File: src/rtl/pm_loader.sv
// ---------------------------------------------------------------------------
// pm_loader
//
// Receives a framed byte stream and writes it into program memory while
// holding the CPU core in reset. Frame layout:
//   SYNC_BYTE, LEN (0 means 256), LEN data bytes, CSUM (mod-256 sum of data)
// A good checksum releases the core (cpu_hold drops, load_done pulses); a bad
// checksum leaves the core held and raises the sticky load_err.
//
// Optional build macro: LOADER_ECHO_EN
//   Defined     - every accepted byte is echoed on tx_data/tx_valid, and the
//                 loader stops accepting bytes until the echo is taken.
//   Not defined - tx_data/tx_valid are tied to 0 and tx_ready is ignored.
//
// Ports:
//   clk, reset            clock; asynchronous active-high reset
//   rx_data/rx_valid/
//   rx_ready              incoming byte stream (valid/ready handshake)
//   pm_wr_addr/pm_wr_data/
//   pm_wren               program-memory write port, one-cycle strobe
//   cpu_hold              held high while loading or after a failed frame
//   load_done             one-cycle pulse on a good frame
//   load_err              sticky checksum error, cleared by the next SYNC
//   bytes_written         data bytes written in the current or last frame
//   tx_data/tx_valid/
//   tx_ready              echo stream (LOADER_ECHO_EN only)
// ---------------------------------------------------------------------------
module pm_loader #(
  parameter int         ADDR_W     = 8,
  parameter int         DATA_W     = 8,
  parameter logic [7:0] SYNC_BYTE  = 8'hA5,
  parameter int         START_ADDR = 0
) (
  input  logic              clk,
  input  logic              reset,
  input  logic [7:0]        rx_data,
  input  logic              rx_valid,
  output logic              rx_ready,
  output logic [ADDR_W-1:0] pm_wr_addr,
  output logic [DATA_W-1:0] pm_wr_data,
  output logic              pm_wren,
  output logic              cpu_hold,
  output logic              load_done,
  output logic              load_err,
  output logic [8:0]        bytes_written,
  output logic [7:0]        tx_data,
  output logic              tx_valid,
  input  logic              tx_ready
);

  localparam logic [1:0] ST_IDLE = 2'd0;
  localparam logic [1:0] ST_LEN  = 2'd1;
  localparam logic [1:0] ST_DATA = 2'd2;
  localparam logic [1:0] ST_CSUM = 2'd3;

  localparam logic [ADDR_W-1:0] START = ADDR_W'(START_ADDR);

  logic [1:0]        state_reg;
  logic              run_reg;        // low only while in reset; gates rx_ready
  logic [ADDR_W-1:0] addr_reg;       // address the next data byte goes to
  logic [8:0]        remaining_reg;  // data bytes still expected (1..256)
  logic [7:0]        csum_reg;
  logic              pm_wren_reg;
  logic [ADDR_W-1:0] pm_wr_addr_reg;
  logic [DATA_W-1:0] pm_wr_data_reg;
  logic              cpu_hold_reg;
  logic              load_done_reg;
  logic              load_err_reg;
  logic [8:0]        bytes_written_reg;
  logic              echo_busy;
  logic              xfer;

  assign rx_ready = run_reg && !echo_busy;
  assign xfer     = rx_valid && rx_ready;

  always_ff @(posedge clk or posedge reset) begin
    if (reset) begin
      state_reg         <= ST_IDLE;
      run_reg           <= 1'b0;
      addr_reg          <= START;
      remaining_reg     <= 9'd0;
      csum_reg          <= 8'd0;
      pm_wren_reg       <= 1'b0;
      pm_wr_addr_reg    <= START;
      pm_wr_data_reg    <= '0;
      cpu_hold_reg      <= 1'b0;
      load_done_reg     <= 1'b0;
      load_err_reg      <= 1'b0;
      bytes_written_reg <= 9'd0;
    end else begin
      run_reg       <= 1'b1;
      pm_wren_reg   <= 1'b0;
      load_done_reg <= 1'b0;
      if (xfer) begin
        case (state_reg)
          ST_IDLE: begin
            // Anything other than the marker is line noise and is dropped.
            if (rx_data == SYNC_BYTE) begin
              state_reg         <= ST_LEN;
              cpu_hold_reg      <= 1'b1;
              load_err_reg      <= 1'b0;
              bytes_written_reg <= 9'd0;
              addr_reg          <= START;
              csum_reg          <= 8'd0;
            end
          end
          ST_LEN: begin
            remaining_reg <= (rx_data == 8'd0) ? 9'd256 : {1'b0, rx_data};
            state_reg     <= ST_DATA;
          end
          ST_DATA: begin
            pm_wren_reg       <= 1'b1;
            pm_wr_addr_reg    <= addr_reg;
            pm_wr_data_reg    <= DATA_W'(rx_data);
            addr_reg          <= addr_reg + 1'b1;  // wraps at 2^ADDR_W
            csum_reg          <= csum_reg + rx_data;
            bytes_written_reg <= bytes_written_reg + 9'd1;
            remaining_reg     <= remaining_reg - 9'd1;
            if (remaining_reg == 9'd1)
              state_reg <= ST_CSUM;
          end
          default: begin  // ST_CSUM
            if (rx_data == csum_reg) begin
              load_done_reg <= 1'b1;
              cpu_hold_reg  <= 1'b0;
            end else begin
              load_err_reg  <= 1'b1;
            end
            state_reg <= ST_IDLE;
          end
        endcase
      end
    end
  end

`ifdef LOADER_ECHO_EN
  logic [7:0] tx_data_reg;
  logic       tx_valid_reg;

  // rx_ready is low while an echo is pending, so a new accept and an echo
  // handshake never occur in the same cycle.
  always_ff @(posedge clk or posedge reset) begin
    if (reset) begin
      tx_data_reg  <= 8'd0;
      tx_valid_reg <= 1'b0;
    end else if (xfer) begin
      tx_data_reg  <= rx_data;
      tx_valid_reg <= 1'b1;
    end else if (tx_ready) begin
      tx_valid_reg <= 1'b0;
    end
  end

  assign echo_busy = tx_valid_reg;
  assign tx_data   = tx_data_reg;
  assign tx_valid  = tx_valid_reg;
`else
  logic unused_tx_ready;

  assign unused_tx_ready = tx_ready;
  assign echo_busy       = 1'b0;
  assign tx_data         = 8'd0;
  assign tx_valid        = 1'b0;
`endif

  assign pm_wren       = pm_wren_reg;
  assign pm_wr_addr    = pm_wr_addr_reg;
  assign pm_wr_data    = pm_wr_data_reg;
  assign cpu_hold      = cpu_hold_reg;
  assign load_done     = load_done_reg;
  assign load_err      = load_err_reg;
  assign bytes_written = bytes_written_reg;

endmodule

File: config.mk
export PLATFORM = sky130hd
export DESIGN_NAME = pm_loader
export DESIGN_NICKNAME = d
export VERILOG_FILES = /design/src/rtl/pm_loader.sv
export SDC_FILE = /design/constraint.sdc
export NUM_CORES = 1
export LEC_CHECK = 0
export CORE_ASPECT_RATIO = 1.2
export CORE_MARGIN = 3
export CORE_UTILIZATION = 45
export CTS_BUF_LIST = sky130_fd_sc_hd__clkbuf_8
export DETAILED_ROUTE_END_ITERATION = 12
export PLACE_DENSITY = 0.69
export SYNTH_ARGS = -nofsm -noshare
export SYNTH_HDL_FRONTEND = slang
export SYNTH_SLANG_ARGS = --single-unit
File: constraint.sdc
create_clock -name clk -period 2.8 [get_ports clk]
set_input_delay 0.56 -clock clk [delete_from_list [all_inputs] [get_ports clk]]
set_output_delay 0.56 -clock clk [all_outputs]
set_load 0.03 [all_outputs]
==> metrics.md <==
| Metric | Value |
|---|---|
| Placement row count | 32 |
| Initial Util | 0.4744 |
| Part of the Yosys area used for sequential elements | 0.4551 |
| Worst endpoint required time | 3.02 ns |
| Final count of hold timing violations | 0 |
| Clock edge transition at the registers on the reported setup and hold paths | 0.06 ns |
| Total of buffers placed on input and output ports | 40 |
| Final worst clock skew | 0.009310 ns |
| Final Setup Violations | 0 |
| Post-layout instance area | 3856 um^2 |
| Number of warnings reported in the yosys synthesis log | 0 |
| CP max-delay cell | sky130_fd_sc_hd__clkdlybuf4s50_1 |
| Global placer's final weighted congestion | 0.8652 |
| Final routed DRC violation total | 0 |
| Die area | 8006 um^2 |
| Number of resized instances in the post-cts repair step | 0 |
| FILL cells | 594 |
| Cell taking the most area after synthesis | sky130_fd_sc_hd__dfrtp_1 |
| Hold endpoint | addr_reg[7]$_DFFE_PP0P_ |
| Buffer depth of the longest clock path | 2 |
| Peak supply drop | 0.0003880 V |
| RSZ-0062 raised after global routing | no |
| Core Region | 6606 um^2 |
| Fraction of layout instances using a drive strength above 1 | 0.1570 |
| Number of CTS-inserted buffers | 9 |
| IO Pins | 51 |
| Number of buffer and inverter instances along the worst setup path | 1 |
| Post-synthesis cell type count | 48 |
| Arrival time worst endpoint | 2.64 ns |
| Total overflow reported by the global router | 0 |
| Critical path endpoint category | flip-flop |
| Number of violations reported at the end of detailed-routing iteration 0 | 121 |
| Worst R2R Start | csum_reg[0]$_DFFE_PP0P_ |
| Synth Cell Area | 3134 um^2 |
| Number of cells in the finished layout apart from fillers | 448 |
| Via density per instance | 5.502 |
| Highest clock rate | 413.0 MHz |
| Antenna violations before repair | 0 |
| P_sw | 0.6074 mW |
| Critical path's top delay family | compound AO/OA/AOI/OAI gates |
| Overall die height | 97.42 um |
| Actual transition at the worst max-transition pin | 0.7375 ns |
| Number of flops mapped to enable cells by yosys | 0 |
| Part of the power in combinational logic | 0.153 |
| Clk pwr share | 0.422 |
| Routed length per placed instance | 15.48 um |
| Max-slew violation total from the final report | 0 |
| Internal power of the cells | 1.644 mW |
| Horizontal extent of the die | 82.19 um |
| Cell at the root of the clock tree | sky130_fd_sc_hd__clkbuf_8 |
| Reg2Reg Depth | 7 |
| Setup TNS after final layout | 0 ns |
| Growth of design area from synthesis to finish | 23.03% |
| GRT Overall Usage | 0.1873 |
| Via count of the first global-routing pass | 2,441 |
| Area taken by flip-flops and latches | 1426 um^2 |
| Reg2reg setup slack | 0.70 ns |
| Leakage power total | 1.757 nW |
| Min-Delay Startpoint | addr_reg[7]$_DFFE_PP0P_ |
| Count of inserted antenna diode cells | 0 |
| Cell types with the largest area share after synthesis | sky130_fd_sc_hd__dfrtp_1, sky130_fd_sc_hd__mux2_2, sky130_fd_sc_hd__ha_1 |
| Maximum number of pins on one net before global-route repair | 58 |
| Slew HR | 0.5084 |
| Result of the run | complete, no violations |
| Critical path fanouts, max | 3 |
| Clock latency on the worst-skew pair | 0.35 ns |
| Antenna Nets Post-Route | 0 |
| CTS tree | yes |
| Type of the worst setup path | input pin to flip-flop |
| Main synth FF type | sky130_fd_sc_hd__dfrtp_1 |
| Hold_ws | 0.4831 ns |
| WHS Path Cells | 1 |
| Sequential share of power | 0.424 |
| Post-detailed-placement cell area | 3612 um^2 |
| Post-CTS Setup Inserts | 0 |
| Power density of the placed cells | 583.7 nW/um^2 |
| Launching element type of the critical path | input pin |
| Proportion of register bits with asynchronous set or reset after synthesis | 1.000 |
| Net total in the final layout | 385 |
| Number of search-and-repair iterations in the first detailed-routing pass | 4 |
| Switching share of power | 0.2698 |
| Final HPWL DP | 4.705 mm |
| Cell count after placement | 432 |
| Post-synthesis register bit count | 57 |
| Slowest Stage Delay on Critical Path | 0.44 ns |
| Final critical delay including setup and external delays | 2.421 ns |
| Worst r2r dst | csum_reg[6]$_DFFE_PP0P_ |
| CTS Sinks | 57 |
| Vias after detailed routing | 2,465 |
| Multi-input logic area | 1559 um^2 |
| Total Wirelength | 6.933 mm |
| Count of hold buffers inserted by post-cts repair | 0 |
| H-Tree Level Count | 3 |
| Wire length of the first global-routing pass | 11.50 mm |
| Part of the cycle the worst path needs | 0.8648 |
| # Max-Cap Violations | 0 |
| Post-Syn Area per Cell | 10.14 um^2 |
| Critical path, cell by cell | clkdlybuf4s50_1 > ha_1 > fa_1 > a21o_1 > a311o_1 > a21oi_1 > xor2_1 > o21ai_0 |
| Area fraction of the dominant cell type after synthesis | 0.4551 |
| Utilization after layout | 0.5837 |
| Hold WC Path Type | flip-flop to flip-flop |
| Number of standard cells after synthesis | 309 |
## metrics by stage
step	power [mW]	setup slack, ns
after CTS	2.267	0.3817
after floorplan	1.207	0.6284
after global placement	1.297	0.06888
after detailed placement	1.312	0.02368
after global routing	2.348	0.2600
final	2.251	0.3787
## power groups by stage
stage               clock, mW  sequential (mW)  combinational (mW)
floorplan                   0            0.986               0.221
global placement            0            0.963               0.334
detailed placement          0            0.968               0.343
CTS                     0.967            0.953               0.347
global route             1.01            0.962               0.380
finish                  0.951            0.955               0.345
## metal layers
metal | wire [um] | GRT usage
met4 | 140 | 0.09719
met5 | 0 | 0
met1 | 3048 | 0.2291
met3 | 297 | 0.04731
met2 | 3447 | 0.2969
## cell families after synthesis
family	count (synthesis)	synth area share
compound gates	90	0.1856
xor+xnor	6	0.01677
fa+ha+maj	15	0.06228
buf+inv	30	0.05708
flops	57	0.4551
mux	18	0.06427
other cells	2	0.002396
simple gates	91	0.1565
## layout by cell type (no fill, tap or decap), types with 2 or more instances in the layout
master / count
sky130_fd_sc_hd__nand3_1: 18
sky130_fd_sc_hd__nand2b_1: 3
sky130_fd_sc_hd__o22ai_1: 6
sky130_fd_sc_hd__clkbuf_8: 10
sky130_fd_sc_hd__o211ai_1: 4
sky130_fd_sc_hd__dfrtp_1: 57
sky130_fd_sc_hd__a21o_1: 2
sky130_fd_sc_hd__or2_2: 2
sky130_fd_sc_hd__nand2_1: 33
sky130_fd_sc_hd__nor3_1: 3
sky130_fd_sc_hd__o21ai_0: 27
sky130_fd_sc_hd__nor2_1: 10
sky130_fd_sc_hd__inv_1: 8
sky130_fd_sc_hd__o41ai_1: 2
sky130_fd_sc_hd__clkdlybuf4s50_1: 40
sky130_fd_sc_hd__a21oi_1: 16
sky130_fd_sc_hd__a211oi_1: 2
sky130_fd_sc_hd__and3_1: 6
sky130_fd_sc_hd__o21ai_1: 3
sky130_fd_sc_hd__conb_1: 10
sky130_fd_sc_hd__and2_1: 5
sky130_fd_sc_hd__a31o_2: 2
sky130_fd_sc_hd__o31ai_1: 9
sky130_fd_sc_hd__nor4_1: 3
sky130_fd_sc_hd__o21a_1: 4
sky130_fd_sc_hd__buf_4: 12
sky130_fd_sc_hd__a22o_1: 5
sky130_fd_sc_hd__a31oi_1: 3
sky130_fd_sc_hd__xnor2_1: 2
sky130_fd_sc_hd__bufinv_16: 3
sky130_fd_sc_hd__mux2_2: 17
sky130_fd_sc_hd__ha_1: 14
sky130_fd_sc_hd__nor4_4: 2
sky130_fd_sc_hd__xor2_1: 4
## how the worst max path moves through the flow
| stage | from | to | slack [ns] | depth (start not counted) |
|---|---|---|---|---|
| 2_1_floorplan | rx_data[0] | csum_reg[6]$_DFFE_PP0P_ | 0.63 | 7 |
| 4_1_cts | rx_data[0] | csum_reg[6]$_DFFE_PP0P_ | 0.38 | 8 |
| 6_report | rx_data[0] | csum_reg[6]$_DFFE_PP0P_ | 0.38 | 8 |
| 3_5_place_dp | rx_data[0] | csum_reg[6]$_DFFE_PP0P_ | 0.02 | 8 |
| 3_3_place_gp | rx_data[0] | csum_reg[6]$_DFFE_PP0P_ | 0.07 | 8 |
| 5_1_grt | rx_data[0] | csum_reg[6]$_DFFE_PP0P_ | 0.26 | 8 |
## worst reg2reg max path: stages, from the launching register on
cell and delay (ns):
sky130_fd_sc_hd__dfrtp_1 0.38, sky130_fd_sc_hd__ha_1 0.23, sky130_fd_sc_hd__fa_1 0.41, sky130_fd_sc_hd__a21o_1 0.19
sky130_fd_sc_hd__a311o_1 0.36, sky130_fd_sc_hd__a21oi_1 0.18, sky130_fd_sc_hd__xor2_1 0.14, sky130_fd_sc_hd__o21ai_0 0.08
## final cells by class
class | instances | share of cell area
inverters | 8 | 0.007787
flip-flops and latches | 57 | 0.3699
clock inverters | 6 | 0.02758
clock buffers | 10 | 0.03569
repair buffers | 52 | 0.1272
multi-input cells | 230 | 0.4043
well taps | 85 | 0.02758
## synth_stat cells, types with 2 or more instances
cell type and instances:
sky130_fd_sc_hd__a31oi_1 3, sky130_fd_sc_hd__o211ai_1 4, sky130_fd_sc_hd__nor3_1 3, sky130_fd_sc_hd__ha_1 14
sky130_fd_sc_hd__or2_2 2, sky130_fd_sc_hd__o41ai_1 2, sky130_fd_sc_hd__a21o_1 2, sky130_fd_sc_hd__nand2_1 33
sky130_fd_sc_hd__and2_1 5, sky130_fd_sc_hd__xnor2_1 2, sky130_fd_sc_hd__o31ai_1 9, sky130_fd_sc_hd__dfrtp_1 57
sky130_fd_sc_hd__nor4_4 2, sky130_fd_sc_hd__o21a_1 4, sky130_fd_sc_hd__buf_6 2, sky130_fd_sc_hd__xor2_1 4
sky130_fd_sc_hd__nand3_1 18, sky130_fd_sc_hd__o21ai_0 27, sky130_fd_sc_hd__conb_1 2, sky130_fd_sc_hd__mux2_2 17
sky130_fd_sc_hd__o22ai_1 6, sky130_fd_sc_hd__a22o_1 5, sky130_fd_sc_hd__clkbuf_1 5, sky130_fd_sc_hd__buf_4 13
sky130_fd_sc_hd__nand2b_1 3, sky130_fd_sc_hd__nor2_1 10, sky130_fd_sc_hd__a21oi_1 16, sky130_fd_sc_hd__a211oi_1 2
sky130_fd_sc_hd__o21ai_1 3, sky130_fd_sc_hd__a31o_2 2, sky130_fd_sc_hd__inv_1 8, sky130_fd_sc_hd__nor4_1 3
sky130_fd_sc_hd__and3_1 6
Power figures use the tool's default switching activity.
